**config.mk**
```make
export PLATFORM = sky130hd
export DESIGN_NAME = sr_cmd_seq
export DESIGN_NICKNAME = d
export VERILOG_FILES = /design/src/rtl/sr_cmd_pkg.sv /design/src/rtl/sr_debounce.sv /design/src/rtl/sr_cmd_seq.sv
export SDC_FILE = /design/constraint.sdc
export NUM_CORES = 1
export LEC_CHECK = 0
export CAP_MARGIN = 10
export CORE_MARGIN = 10
export CORE_UTILIZATION = 45
export CTS_CLUSTER_DIAMETER = 40
export CTS_CLUSTER_SIZE = 14
export DETAILED_ROUTE_END_ITERATION = 6
export PLACE_DENSITY = 0.62
export SLEW_MARGIN = 15
export SYNTH_ARGS = -nofsm -noshare
export SYNTH_HDL_FRONTEND = slang
export SYNTH_SLANG_ARGS = --single-unit
```
**constraint.sdc**
```tcl
create_clock -name clk -period 1.48 [get_ports clk]
set_input_delay 0.444 -clock clk [delete_from_list [all_inputs] [get_ports clk]]
set_output_delay 0.444 -clock clk [all_outputs]
set_load 0.02 [all_outputs]
```
**src/rtl/sr_cmd_pkg.sv**
```systemverilog
// Shared types and default timing constants for the SR command sequencer.
// The state encoding is fixed at two bits so it can be compared against a downstream checker.
package sr_cmd_pkg;

    typedef enum logic [1:0] {
        IDLE  = 2'd0,
        DRV_S = 2'd1,
        DRV_R = 2'd2,
        GAP   = 2'd3
    } state_t;

    localparam int DEB_CYCLES_DEF  = 4;
    localparam int HOLD_CYCLES_DEF = 2;
    localparam int CNT_W_DEF       = 4;

    function automatic logic rise_edge(input logic cur, input logic prev);
        return cur & ~prev;
    endfunction

endpackage

```
**src/rtl/sr_debounce.sv**
```systemverilog
// Two-flop synchroniser followed by a stable-count debouncer for one raw request level.
// The debounced output follows the synchronised level only after DEB_CYCLES consecutive disagreeing cycles.
module sr_debounce #(
    parameter int DEB_CYCLES = 4,
    parameter int CNT_W      = 4
) (
    input  logic clk,
    input  logic rst,
    input  logic din,
    output logic dout
);

    localparam logic [CNT_W-1:0] DEB_LAST = CNT_W'(DEB_CYCLES - 1);
    localparam logic [CNT_W-1:0] CNT_ONE  = {{(CNT_W-1){1'b0}}, 1'b1};

    logic             sync1_r;
    logic             sync2_r;
    logic             deb_r;
    logic [CNT_W-1:0] cnt_r;

    // Synchroniser chain and debounce counter; the counter restarts whenever the levels agree.
    always_ff @(posedge clk) begin
        if (rst) begin
            sync1_r <= 1'b0;
            sync2_r <= 1'b0;
            deb_r   <= 1'b0;
            cnt_r   <= {CNT_W{1'b0}};
        end else begin
            sync1_r <= din;
            sync2_r <= sync1_r;
            if (sync2_r == deb_r) begin
                cnt_r <= {CNT_W{1'b0}};
            end else if (cnt_r == DEB_LAST) begin
                deb_r <= sync2_r;
                cnt_r <= {CNT_W{1'b0}};
            end else begin
                cnt_r <= cnt_r + CNT_ONE;
            end
        end
    end

    assign dout = deb_r;

endmodule

```
**src/rtl/sr_cmd_seq.sv**
```systemverilog
// Command stage for level-sensitive SR cells: debounced requests become mutually exclusive,
// fixed-length s/r pulses separated by a gap, with a model of the bit the cell should hold.
module sr_cmd_seq
    import sr_cmd_pkg::*;
#(
    parameter int DEB_CYCLES  = DEB_CYCLES_DEF,
    parameter int HOLD_CYCLES = HOLD_CYCLES_DEF,
    parameter int CNT_W       = CNT_W_DEF
) (
    input  logic clk,
    input  logic rst,
    input  logic set_req,
    input  logic clr_req,
    output logic s,
    output logic r,
    output logic busy,
    output logic conflict,
    output logic q_exp
);

    localparam logic [CNT_W-1:0] HOLD_LAST = CNT_W'(HOLD_CYCLES - 1);
    localparam logic [CNT_W-1:0] CNT_ONE   = {{(CNT_W-1){1'b0}}, 1'b1};

    logic             deb_set_s, deb_clr_s;
    logic             deb_set_d_r, deb_clr_d_r;
    logic             pend_set_r, pend_clr_r;
    logic             pend_set_nxt_s, pend_clr_nxt_s;
    logic             take_set_s, take_clr_s;
    state_t           state_r, state_nxt_s;
    logic [CNT_W-1:0] hold_r, hold_nxt_s;
    logic             s_r, r_r, busy_r, conflict_r, q_exp_r;
    logic             s_nxt_s, r_nxt_s, conflict_nxt_s, q_exp_nxt_s;

    sr_debounce #(.DEB_CYCLES(DEB_CYCLES), .CNT_W(CNT_W)) u_deb_set (
        .clk  (clk),
        .rst  (rst),
        .din  (set_req),
        .dout (deb_set_s)
    );

    sr_debounce #(.DEB_CYCLES(DEB_CYCLES), .CNT_W(CNT_W)) u_deb_clr (
        .clk  (clk),
        .rst  (rst),
        .din  (clr_req),
        .dout (deb_clr_s)
    );

    // Next-state, drive and bookkeeping decisions; s/r are decided here so they leave as registers.
    always_comb begin
        state_nxt_s    = state_r;
        hold_nxt_s     = hold_r;
        s_nxt_s        = 1'b0;
        r_nxt_s        = 1'b0;
        conflict_nxt_s = 1'b0;
        q_exp_nxt_s    = q_exp_r;
        take_set_s     = 1'b0;
        take_clr_s     = 1'b0;
        case (state_r)
            IDLE: begin
                if (pend_set_r && pend_clr_r) begin
                    take_set_s     = 1'b1;
                    take_clr_s     = 1'b1;
                    conflict_nxt_s = 1'b1;
                end else if (pend_set_r) begin
                    take_set_s  = 1'b1;
                    state_nxt_s = DRV_S;
                    s_nxt_s     = 1'b1;
                    hold_nxt_s  = {CNT_W{1'b0}};
                end else if (pend_clr_r) begin
                    take_clr_s  = 1'b1;
                    state_nxt_s = DRV_R;
                    r_nxt_s     = 1'b1;
                    hold_nxt_s  = {CNT_W{1'b0}};
                end else begin
                    state_nxt_s = IDLE;
                end
            end
            DRV_S, DRV_R: begin
                if (hold_r == HOLD_LAST) begin
                    state_nxt_s = GAP;
                    q_exp_nxt_s = (state_r == DRV_S);
                    hold_nxt_s  = {CNT_W{1'b0}};
                end else begin
                    s_nxt_s    = (state_r == DRV_S);
                    r_nxt_s    = (state_r == DRV_R);
                    hold_nxt_s = hold_r + CNT_ONE;
                end
            end
            GAP: begin
                state_nxt_s = IDLE;
            end
            default: begin
                state_nxt_s = IDLE;
            end
        endcase
        // A fresh rising edge wins over a same-cycle service so no request is dropped.
        pend_set_nxt_s = (pend_set_r & ~take_set_s) | rise_edge(deb_set_s, deb_set_d_r);
        pend_clr_nxt_s = (pend_clr_r & ~take_clr_s) | rise_edge(deb_clr_s, deb_clr_d_r);
    end

    // All sequencer state and the registered outputs.
    always_ff @(posedge clk) begin
        if (rst) begin
            deb_set_d_r <= 1'b0;
            deb_clr_d_r <= 1'b0;
            pend_set_r  <= 1'b0;
            pend_clr_r  <= 1'b0;
            state_r     <= IDLE;
            hold_r      <= {CNT_W{1'b0}};
            s_r         <= 1'b0;
            r_r         <= 1'b0;
            busy_r      <= 1'b0;
            conflict_r  <= 1'b0;
            q_exp_r     <= 1'b0;
        end else begin
            deb_set_d_r <= deb_set_s;
            deb_clr_d_r <= deb_clr_s;
            pend_set_r  <= pend_set_nxt_s;
            pend_clr_r  <= pend_clr_nxt_s;
            state_r     <= state_nxt_s;
            hold_r      <= hold_nxt_s;
            s_r         <= s_nxt_s;
            r_r         <= r_nxt_s;
            busy_r      <= (state_nxt_s != IDLE);
            conflict_r  <= conflict_nxt_s;
            q_exp_r     <= q_exp_nxt_s;
        end
    end

    assign s        = s_r;
    assign r        = r_r;
    assign busy     = busy_r;
    assign conflict = conflict_r;
    assign q_exp    = q_exp_r;

endmodule

```
After elaboration in Yosys (flattened, before gate mapping)
Cells that the tools add are included.
Storage, ports and cells
  register bits: 29
  logic and storage cells: 81
  input bits: 4
Operators by class
  reductions and logical operators: 12
  bitwise logic cells: 13
  equality and inequality tests: 10
  multiplexer cells: 24
  add/subtract/negate cells: 3
Operator list (count)
  two-way mux 4 bit: 4
  adder 4 x 1 -> 4 bit (second input constant): 3
  two-way mux 1 bit: 12
  == test 4 x 2 -> 1 bit (second input constant): 2
  two-way mux 2 bit: 4
  case mux 4 bit (2 select lines): 1
  NOT 1 bit: 7
  case mux 2 bit (3 select lines): 1
  AND reduction 2 bit: 3
  OR reduction 3 bit: 2
  AND 1 bit: 4
  == test 2 bit (second input constant): 2
  == test 4 x 1 -> 1 bit (second input constant): 1
  case mux 1 bit (2 select lines): 2
  nonzero test 2 bit: 2
  OR reduction 2 bit: 2
  inequality test 3 bit (second input constant): 1
  AND reduction 3 bit: 1
  == test 1 bit: 2
  == test 2 x 1 -> 1 bit (second input constant): 1
  zero test 2 bit: 1
  inequality test 2 bit (second input constant): 1
  OR 1 bit: 2
  logical AND 1 bit: 1

Depth between registers and ports, before layout
Gate-level depths: netlist of the first run.
  depth in word-level cells: 7
  gate-level depth with buffers: 6
  depth with buffers taken out: 5

By module
From an unflattened synthesis of the first run, not the netlist that was laid out.
Unflattened totals
  cell total of the unflattened synthesis: 124
  area, all modules: 1198.6 µm²
By module, submodules not included
  sr_cmd_seq: sequential area each 300.3 µm², cells each 78, area each 703.2 µm², instances 1
  sr_debounce: sequential area each 140.1 µm², cells each 23, area each 247.7 µm², instances 2

Worst setup path before layout of the first run
No wires, ideal clock.
  path type: register to register
  start point: register state_r[0]
  end point: register hold_r[3]
  data arrival time: 1.513 ns
  clock period less this slack: 1.635 ns
  setup slack: -0.155 ns
  required time: 1.358 ns
  path buffers: 1
  cell stages (with the launch flop): 7
  cell sequence: dfxtp_1 -> inv_1 -> ha_1 -> buf_2 -> inv_1 -> mux2_4 -> a311o_1
Between the ends
  word-level cells in the longest chain between the ends: 4
RTL lines
  from (decl): RTL line sr_cmd_seq.sv:29  | state_t state_r, state_nxt_s;
  from (signal assigned): RTL line sr_cmd_seq.sv:120  | state_r <= state_nxt_s;
  == test 2 x 1 -> 1 bit or == test 2 bit (tied branches): RTL line sr_cmd_seq.sv:58  | case (state_r)
  OR reduction 2 bit: RTL line sr_cmd_seq.sv:58
  nonzero test 2 bit (no line)
  AND reduction 3 bit (no line)
  to (signal assigned): RTL line sr_cmd_seq.sv:109  | hold_r <= {CNT_W{1'b0}};
  to (signal assigned): RTL line sr_cmd_seq.sv:121  | hold_r <= hold_nxt_s;
  to (decl): RTL line sr_cmd_seq.sv:30  | logic [CNT_W-1:0] hold_r, hold_nxt_s;
Parallel ways exist; a longest one is shown, timed or not.
A chain may end at the register's enable or synchronous reset.

Worst setup path in the final report of the first run
  start point: register hold_r[1]
  end point: register hold_r[1]
Between the ends
  word-level cells in the longest chain between the ends: 3
RTL lines
  adder 4 x 1 -> 4 bit or == test 4 x 1 -> 1 bit (tied branches): RTL line sr_cmd_seq.sv:86, sr_cmd_seq.sv:79
  two-way mux 4 bit (*): RTL line sr_cmd_seq.sv:79  | if (hold_r == HOLD_LAST) begin
  case mux 4 bit (2 select lines) (*): RTL line sr_cmd_seq.sv:58
Every way passes the cells marked *; elsewhere a longest branch is shown, timed or not.

==> impl_metrics.csv, run 1 <==
group,metric,value,unit
timing,tns,0,ps
cells_and_area,multi_input_area,697,um^2
routing,postRouteAntennaNets,0,
logic_synthesis,yosysSeqAreaShare,46.4,%
logic_synthesis,library_cell_with_the_highest_instance_count_after_synthesis,"sky130_fd_sc_hd__dfxtp_1",
logic_synthesis,syn_nets,140,
logic_synthesis,yosys.area.top_type,"sky130_fd_sc_hd__dfxtp_1",
cells_and_area,count_of_fill_cells_added_during_filler_insertion,255,
clock_network,clock_tree.root_cell,"sky130_fd_sc_hd__clkbuf_4",
cells_and_area,layout-drive-gt1-share,26.2,%
logic_synthesis,number_of_enable_type_register_cells_in_the_synthesized_netlist,0,
cells_and_area,final_nets,161,
flow_run,maxCapViolCount,0,
timing,final_max_slew_viol_count,0,
logic_synthesis,post_synthesis_average_cell_area,9.78,um^2
clock_network,numCtsBuffers,5,
power,clkPwrFrac,36.9,%
timing,finalSetupViolations,0,
timing,fin_worst_skew,4.02,ps
logic_synthesis,ys_warn_count,0,
logic_synthesis,synthDominantCellAreaShare,46.4,%
logic_synthesis,post_synth_most_frequent_cells,"29 x sky130_fd_sc_hd__dfxtp_1, 13 x sky130_fd_sc_hd__nor2_1, 9 x sky130_fd_sc_hd__inv_1, 8 x sky130_fd_sc_hd__ha_1, 6 x sky130_fd_sc_hd__nor2b_1",
power,total_power_consumption,1.31,mW
die,ios,9,
routing,postRouteWirelength,2.37,mm
setup_path,critical_path_arrival,1710,ps
power,switching_share,21.3,%
setup_path,cpPeakStageDelay,330,ps
die,die_x,72.7,um
routing,detail_route.wl_per_cell,13.2,um
cells_and_area,final_area,1560,um^2
placed_design,finalWeightedCongestion,0.807,
clock_network,number_of_levels_the_h_tree_was_split_into,2,
timing,maxClockFrequency,695,MHz
timing,timing_worst_slew_pin_value,444,ps
hold_path,timing.hold.worst.class,"reg2reg",
logic_synthesis,synthesis.area,1250,um^2
routing,avgViaCountPerCell,5.26,
global_route,global_route.overflow_total,0,
die,row_count,19,
cells_and_area,sequential_cell_area,584,um^2
logic_synthesis,post_synth_inst_count,128,
setup_path,critical_path_required,1750,ps
power,power.share.sequential,60.4,%
clock_network,postCtsSetupRepairBufs,0,
timing,layout_setup_ws,40.5,ps
setup_path,path_class,"reg2reg",
power,leakage,0.589,nW
placed_design,dpl_cell_area,1440,um^2
clock_network,cts_tree,"built",
routing,initialDrtViolationCount,39,
timing,slew-limit-headroom,70.2,%
power,worst_ir_drop_vdd,783,uV
setup_path,slowest_stage,"sky130_fd_sc_hd__dfxtp_2",
die,coreArea,2710,um^2
clock_network,worst_setup_hold_path_clk_slew,90,ps
setup_path,category_of_the_worst_setup_path_capture_point,"flip-flop",
timing,final_min_period_over_clock_period,97.3,%
run_status,outcome,"complete, no violations",
clock_network,clock-sinks,29,
global_route,antenna_found_initial,0,
routing,router_iterations_before_antenna_repair,4,
timing,hold_viol,0,
setup_path,worst_setup_path_start_kind,"flip-flop",
logic_synthesis,asyncSetResetFlopFracSynth,0,%
die,die_area,5290,um^2
clock_network,cts.path.max_buffers,2,
global_route,grt_start_max_net_pins,16,
cells_and_area,insertedDiodeCount,0,
global_route,first_global_vias,914,
logic_synthesis,ys_types,41,
logic_synthesis,synth_area_leaders,"sky130_fd_sc_hd__dfxtp_1 46%, sky130_fd_sc_hd__ha_1 8.0%, sky130_fd_sc_hd__nor2_1 3.9%",
timing,worst_hold_slack,450,ps
power,power-per-cell-area,839,nW/um^2
placed_design,io_buffers,8,
die,floorplan.initialDensity,46.2,%
placed_design,hpwlAfterDp,1.66,mm
power,psw,278,uW
clock_network,clkLatencyLatePin,320,ps
routing,route.detailed.drc,0,
cells_and_area,syn2layout_area_growth,24.4,%
global_route,grtUsageTotal,9.45,%
setup_path,path_max_fanout,2,
logic_synthesis,synth-seq-cells,29,
logic_synthesis,synth_flop_cell,"sky130_fd_sc_hd__dfxtp_1",
timing,layout_min_cycle_time,1440,ps
placed_design,placement.setup.worst_slack,-293,ps
die,die-height,72.7,um
global_route,grt_first_pass_wirelength,3.95,mm
power,cellInternalPower,1.03,mW
clock_network,hold_buffers,0,
power,combinational_group_share_of_total_power,2.6,%
routing,num_vias,947,
setup_path,worstPathCellList,"inv_1 -> ha_1 -> or2_2 -> a2111oi_4 -> a31o_2",
## logic make-up after synthesis
group                    Yosys count  share of synthesized area (%)
adder cells (fa/ha/maj)            8                           8.00
flip-flops                        29                           46.4
buffers and inverters             13                           4.00
AO/OA/AOI/OAI                     18                           10.4
AND/OR/NAND/NOR                   50                           23.5
multiplexers                       3                           2.80
XOR/XNOR                           7                           4.90
## worst max-delay path, delay by kind of cell (launching register included)
kind	cells	cell delay [ps]
compound gates	2	460
flops	1	330
fa+ha+maj	1	250
buf+inv	1	40
simple gates	1	320
## flip-flops by register name, indices dropped and copies added (netlist names)
signal and flops:
u_deb_clr.sync2_r 1, u_deb_clr.sync1_r 1, pend_clr_r 1, u_deb_set.cnt_r 4, u_deb_clr.dout 1, u_deb_set.sync2_r 1, busy 1, q_exp 1
deb_set_d_r 1, u_deb_set.sync1_r 1, deb_clr_d_r 1, u_deb_set.dout 1, conflict 1, u_deb_clr.cnt_r 4, r 1, s 1
pend_set_r 1, hold_r 4, state_r 2
## routing by layer
metal	vias up	share of wire, %	track usage, %
met2	13	49	15.1
met4	0	1.4	4.43
li1	486	-	-
met3	5	5.0	4.90
met5	-	0	0
met1	443	45	10.1
## area by class of cell
| type | instances | area share (%) |
|---|---|---|
| Timing Repair Buffer | 18 | 9.32 |
| Clock buffer | 7 | 3.54 |
| Inverter | 9 | 2.33 |
| Sequential cell | 29 | 37.5 |
| Tap cell | 31 | 2.49 |
| Multi-Input combinational cell | 86 | 44.8 |
## final timing paths
check	from	cells after the start	slack, ps	end
min	u_deb_clr.sync1_r	1	450	u_deb_clr.sync2_r
max	hold_r[1]	5	40	hold_r[1]
min reg2reg	u_deb_clr.sync1_r	1	450	u_deb_clr.sync2_r
max reg2reg	hold_r[1]	5	40	hold_r[1]
## what timing repair did
action / 4_1_cts / 5_1_grt
pin swaps: 0 / 1
resized for setup: 7 / 14
endpoints found under the setup margin: 7 / 8
## power groups by stage
stage / registers, mW / clock network [mW] / logic [mW]
global placement: 0.808 / 0 / 0.0342
global route: 0.791 / 0.536 / 0.0381
floorplan: 0.807 / 0 / 0.0165
finish: 0.789 / 0.482 / 0.0345
detailed placement: 0.808 / 0 / 0.0344
CTS: 0.790 / 0.499 / 0.0345
## cell usage in the layout (no fill, tap or decap), drive strengths merged, types with 5 or more instances in the layout
| cell type | n |
|---|---|
| dfxtp | 29 |
| nor2 | 13 |
| buf | 10 |
| inv | 9 |
| ha | 8 |
| clkbuf | 8 |
| nor2b | 6 |
| xnor2 | 5 |
## through the flow
step | util (%) | instances
final | 57.4 | 180
after global routing | 57.4 | 180
after CTS | 55.4 | 180
after detailed placement | 53.3 | 173
after global placement | 53.3 | 173
after floorplan | - | 128
Power figures use the tool's default switching activity.
==> run 2, diff against run 1 <==
--- a/config.mk
+++ b/config.mk
@@ -11,7 +11,7 @@
 export CTS_CLUSTER_DIAMETER = 40
 export CTS_CLUSTER_SIZE = 14
 export DETAILED_ROUTE_END_ITERATION = 6
-export PLACE_DENSITY = 0.62
+export PLACE_DENSITY = 0.6
 export SLEW_MARGIN = 15
 export SYNTH_ARGS = -nofsm -noshare
 export SYNTH_HDL_FRONTEND = slang
==> constraint.sdc (replaced) <==
create_clock -name clk -period 1.6 [get_ports clk]
set_input_delay 0.48 -clock clk [delete_from_list [all_inputs] [get_ports clk]]
set_output_delay 0.48 -clock clk [all_outputs]
set_load 0.02 [all_outputs]
==> run 2 against run 1 <==
  * Global-route usage about the same
  * Register-to-register slack improved by 30 ps
  * Sequential share of layout area increased by 1.0 points
  * Total power decreased by 11%
  * Wire length decreased by 4.4%
  * Count of clock-buffer cells in the layout decreased by 1
  * Utilization decreased by 1.8 points
  * Design area decreased by 3.1%
  * Worst setup slack improved by 30 ps
  * Largest power group unchanged
==> impl_metrics.csv, run 2 (synthesis gave the netlist of run 1 again) <==
group,metric,value,unit
run_status,outcome,"complete, no violations",
power,total_power_consumption,1.16,mW
routing,num_vias,940,
setup_path,worst-r2r-setup-slack,70,ps
global_route,grtUsageTotal,9.44,%
setup_path,critical-path-top-delay-family,"compound AO/OA/AOI/OAI gates",
cells_and_area,insertedDiodeCount,0,
power,worst_ir_drop_vdd,548,uV
power,power-per-cell-area,772,nW/um^2
cells_and_area,layout-drive-gt1-share,20.5,%
setup_path,r2r_endpoint,"hold_r[1]",
cells_and_area,layout_top_registers,"hold_r x4, u_deb_clr.cnt_r x4, u_deb_set.cnt_r x4",
clock_network,cts_tree,"built",
power,switching_share,21.9,%
setup_path,critical_path_arrival,1790,ps
hold_path,timing.hold.worst.class,"reg2reg",
timing,hold_viol,0,
power,cellInternalPower,909,uW
routing,initialDrtViolationCount,22,
placed_design,hpwlAfterDp,1.64,mm
clock_network,worst_setup_hold_path_clk_slew,90,ps
clock_network,number_of_levels_the_h_tree_was_split_into,2,
setup_path,worst-r2r-cell-count,5,
hold_path,timing.hold.worst_endpoint,"u_deb_set.sync2_r",
power,psw,256,uW
cells_and_area,final_area,1510,um^2
routing,router_iterations_before_antenna_repair,4,
timing,worst_hold_slack,452,ps
setup_path,worst_setup_path_start_kind,"flip-flop",
setup_path,category_of_the_worst_setup_path_capture_point,"flip-flop",
die,die_area,5290,um^2
die,ios,9,
power,clkPwrFrac,34.8,%
power,power.share.sequential,62.7,%
cells_and_area,syn2layout_area_growth,20.6,%
timing,final_max_slew_viol_count,0,
placed_design,io_buffers,8,
setup_path,path_class,"reg2reg",
clock_network,clkLatencyLatePin,320,ps
cells_and_area,layout.cells.most_common_list,"28 x sky130_fd_sc_hd__dfxtp_1, 13 x sky130_fd_sc_hd__nor2_1, 11 x sky130_fd_sc_hd__buf_4",
clock_network,numCtsBuffers,5,
routing,postRouteWirelength,2.26,mm
timing,layout_setup_ws,70.5,ps
hold_path,worst_hold_path.num_cells,1,
cells_and_area,fin_util,55.7,%
global_route,antenna_found_initial,0,
timing,layout_min_cycle_time,1530,ps
timing,timing_worst_slew_pin_value,532,ps
cells_and_area,layout.cells.most_common,"sky130_fd_sc_hd__dfxtp_1",
routing,postRouteAntennaNets,0,
routing,route.detailed.drc,0,
cells_and_area,count_of_fill_cells_added_during_filler_insertion,265,
setup_path,cpPeakStageDelay,380,ps
placed_design,dp.cells,174,
setup_path,timing.rr.start,"hold_r[1]",
die,coreArea,2710,um^2
die,die_x,72.7,um
timing,tns,0,ps
placed_design,placement.setup.worst_slack,-233,ps
timing,fin_worst_skew,6.83,ps
power,leakage,0.587,nW
placed_design,dpl_cell_area,1440,um^2
cells_and_area,finalNonFillerCells,182,
routing,detail_route.wl_per_cell,12.4,um
flow_run,maxCapViolCount,0,
die,floorplan.initialDensity,46.2,%
timing,final_min_period_over_clock_period,95.6,%
placed_design,finalWeightedCongestion,0.808,
timing,slew-limit-headroom,64.3,%
setup_path,critical_path_buf_inv_count,1,
die,row_count,19,
clock_network,postCtsSetupRepairBufs,0,
timing,maxClockFrequency,654,MHz
hold_path,hold_startpoint,"u_deb_set.sync1_r",
routing,avgViaCountPerCell,5.16,
global_route,first_global_vias,929,
global_route,grt_start_max_net_pins,19,
clock_network,hold_buffers,0,
clock_network,cts.path.max_buffers,2,
setup_path,path_max_fanout,2,
cells_and_area,final_nets,162,
power,combinational_group_share_of_total_power,2.6,%
setup_path,worstPathCellList,"inv_1 -> ha_1 -> or2_2 -> a2111oi_1 -> a31o_2",
global_route,global_route.overflow_total,0,
setup_path,critical_path_required,1860,ps
clock_network,clock-sinks,29,
timing,finalSetupViolations,0,
die,die-height,72.7,um
global_route,grt_first_pass_wirelength,3.97,mm
setup_path,slowest_stage,"sky130_fd_sc_hd__a2111oi_1",
clock_network,clock_tree.root_cell,"sky130_fd_sc_hd__clkbuf_4",
run 2: worst max-delay path by stage:
stage          depth (start not counted)  startpoint        end
6_report                               5   hold_r[1]  hold_r[1]
5_1_grt                                5   hold_r[1]  hold_r[1]
4_1_cts                                5  state_r[1]  hold_r[3]
3_5_place_dp                           4         rst  hold_r[1]
3_3_place_gp                           4         rst  hold_r[1]
2_1_floorplan                          6  state_r[1]  hold_r[3]
run 2: timing repair:
action                     4_1_cts  5_1_grt
resized for setup                5        5
setup endpoints to repair        5        4
gates cloned                     0        0
run 2: final cells by class:
cell class	instances	area, um^2	share of cell area, %
clock buffers	6	41.3	2.74
clock inverters	2	10.0	0.663
inverters	9	33.8	2.24
multi-input cells	86	647	42.9
flip-flops and latches	29	582	38.6
well taps	31	38.8	2.57
repair buffers	19	156	10.4
run 2: layer usage:
| metal | global-route usage (%) | share of wire (%) |
|---|---|---|
| met2 | 15.7 | 48 |
| met1 | 9.88 | 46 |
| met4 | 3.80 | 1.3 |
| met5 | 0 | 0 |
| met3 | 4.76 | 4.7 |
run 2: power by group through the flow:
stage,Sequential (mW),Clock (mW),Combinational (mW)
after CTS,0.731,0.429,0.0299
after global placement,0.747,0,0.0293
after global routing,0.731,0.460,0.0325
final,0.730,0.405,0.0298
after detailed placement,0.747,0,0.0296
after floorplan,0.747,0,0.0152
==> run 3, diff against run 2 <==
--- a/config.mk
+++ b/config.mk
@@ -7,11 +7,11 @@
 export LEC_CHECK = 0
 export CAP_MARGIN = 10
 export CORE_MARGIN = 10
-export CORE_UTILIZATION = 45
+export CORE_UTILIZATION = 35
 export CTS_CLUSTER_DIAMETER = 40
 export CTS_CLUSTER_SIZE = 14
 export DETAILED_ROUTE_END_ITERATION = 6
-export PLACE_DENSITY = 0.6
+export PLACE_DENSITY = 0.48
 export SLEW_MARGIN = 15
 export SYNTH_ARGS = -nofsm -noshare
 export SYNTH_HDL_FRONTEND = slang
==> run 3 against run 2 <==
  * Design area is 5.7% higher
  * Clock skew about the same
  * Sequential cell count unchanged
  * Critical path type unchanged
  * Highest routed layer unchanged
==> impl_metrics.csv, run 3 (synthesis gave the netlist of run 1 again) <==
group,metric,value,unit
run_status,outcome,"complete, no violations",
cells_and_area,layout_top_registers,"hold_r x4, u_deb_clr.cnt_r x4, u_deb_set.cnt_r x4",
routing,router_iterations_before_antenna_repair,4,
cells_and_area,layout.cells.most_common,"sky130_fd_sc_hd__dfxtp_1",
timing,finalSetupViolations,0,
timing,layout_min_cycle_time,1510,ps
clock_network,cts_tree,"built",
die,die_area,6370,um^2
die,ios,9,
placed_design,hpwlAfterDp,1.72,mm
cells_and_area,final_area,1600,um^2
routing,route.detailed.drc,0,
clock_network,worst_setup_hold_path_clk_slew,90,ps
routing,postRouteWirelength,2.35,mm
cells_and_area,multi_input_area,658,um^2
hold_path,timing.hold.worst.class,"reg2reg",
clock_network,clock-sinks,29,
timing,slew-limit-headroom,52.2,%
die,die_x,79.8,um
die,floorplan.initialDensity,36.9,%
cells_and_area,syn2layout_area_growth,27.5,%
clock_network,number_of_levels_the_h_tree_was_split_into,2,
cells_and_area,count_of_fill_cells_added_during_filler_insertion,322,
setup_path,path_class,"reg2reg",
setup_path,path_max_fanout,6,
timing,layout_setup_ws,89.3,ps
routing,initialDrtViolationCount,39,
timing,final_max_slew_viol_count,0,
clock_network,cts.path.max_buffers,2,
global_route,grt_start_max_net_pins,12,
power,total_power_consumption,1.39,mW
clock_network,postCtsSetupRepairBufs,0,
setup_path,category_of_the_worst_setup_path_capture_point,"flip-flop",
setup_path,cpPeakStageDelay,590,ps
cells_and_area,layout.cells.most_common_list,"28 x sky130_fd_sc_hd__dfxtp_1, 14 x sky130_fd_sc_hd__buf_4, 13 x sky130_fd_sc_hd__nor2_1",
cells_and_area,final_nets,165,
cells_and_area,insertedDiodeCount,0,
placed_design,placement.setup.worst_slack,-222,ps
timing,hold_viol,0,
global_route,grt_first_pass_wirelength,4.16,mm
clock_network,clock_tree.root_cell,"sky130_fd_sc_hd__clkbuf_4",
timing,fin_worst_skew,6.95,ps
setup_path,critical_path_required,1820,ps
die,die-height,79.8,um
setup_path,worstPathCellList,"xnor2_1 -> a2111oi_4 -> a311o_1",
timing,timing_worst_slew_pin_value,712,ps
power,power-per-cell-area,871,nW/um^2
global_route,global_route.overflow_total,0,
routing,detail_route.wl_per_cell,11.8,um
power,worst_ir_drop_vdd,568,uV
power,leakage,0.611,nW
cells_and_area,layout-drive-gt1-share,22.1,%
cells_and_area,fin_util,47.1,%
die,coreArea,3390,um^2
cells_and_area,sequential_cell_area,582,um^2
placed_design,dpl_cell_area,1480,um^2
die,row_count,21,
timing,final_min_period_over_clock_period,94.4,%
flow_run,maxCapViolCount,0,
placed_design,io_buffers,8,
clock_network,clkLatencyLatePin,330,ps
placed_design,finalWeightedCongestion,0.765,
setup_path,worst_setup_path_start_kind,"flip-flop",
timing,maxClockFrequency,662,MHz
setup_path,slowest_stage,"sky130_fd_sc_hd__xnor2_1",
routing,postRouteAntennaNets,0,
setup_path,critical_path_arrival,1730,ps
global_route,antenna_found_initial,0,
clock_network,numCtsBuffers,5,
global_route,first_global_vias,928,
routing,num_vias,932,
global_route,grtUsageTotal,8.22,%
routing,avgViaCountPerCell,4.66,
## run 3: changes by cell type in the layout (fill, tap and decap cells not counted)
cell / before / now
sky130_fd_sc_hd__a2111oi_1: 1 / 0
sky130_fd_sc_hd__a2111oi_4: 0 / 1
sky130_fd_sc_hd__a221oi_1: 0 / 1
sky130_fd_sc_hd__a221oi_2: 1 / 0
sky130_fd_sc_hd__buf_4: 11 / 14
sky130_fd_sc_hd__bufinv_16: 0 / 1
sky130_fd_sc_hd__clkbuf_8: 0 / 1
sky130_fd_sc_hd__clkinv_2: 2 / 0
## run 3: path summary, 6_finish.rpt
kind,cells after the start,to,from,slack [ps]
worst max register to register,3,hold_r[3],pend_set_r,90
worst max-delay path,3,hold_r[3],pend_set_r,90
worst min-delay path,1,u_deb_clr.cnt_r[0],u_deb_clr.cnt_r[0],450
worst min register to register,1,u_deb_clr.cnt_r[0],u_deb_clr.cnt_r[0],450
## run 3: final cells by class
| cell class | instances | share of cell area [%] |
|---|---|---|
| Clock inverter | 1 | 1.88 |
| Sequential cell | 29 | 36.5 |
| Multi-Input combinational cell | 86 | 41.3 |
| Clock buffer | 7 | 3.45 |
| Inverter | 9 | 2.12 |
| Tap cell | 46 | 3.61 |
| Timing Repair Buffer | 22 | 11.2 |
## run 3: report_power, final
part	internal (mW)	total, mW	switching, mW	leakage (nW)
Sequential	0.727	0.730	0.00304	0.235
Combinational	0.0167	0.0315	0.0148	0.331
Clock	0.373	0.628	0.255	0.0455
## run 3: metrics by stage
stage	hold WS (ps)	instances	setup TNS, ps
floorplan	414	128	0
global placement	424	192	-1260
detailed placement	440	192	-1560
CTS	460	200	0
global route	473	200	-23.0
finish	452	200	0
## run 3: worst max-delay path: cells and delay by family (launching register included)
family,cells,cell delay (ps)
XOR/XNOR,1,590
AO/OA/AOI/OAI,2,440
flip-flops,1,370
## run 3: per-layer routing
metal	up-vias	part of all wire [%]	global-route usage, %
met5	-	0	0
met1	421	48	9.47
li1	493	-	-
met3	7	4.0	3.38
met2	11	46	12.5
met4	0	2.3	4.75
## run 3: what timing repair did
action                     4_1_cts  5_1_grt
hold buffers                     0        0
resized for setup                5        6
setup endpoints to repair        5        2
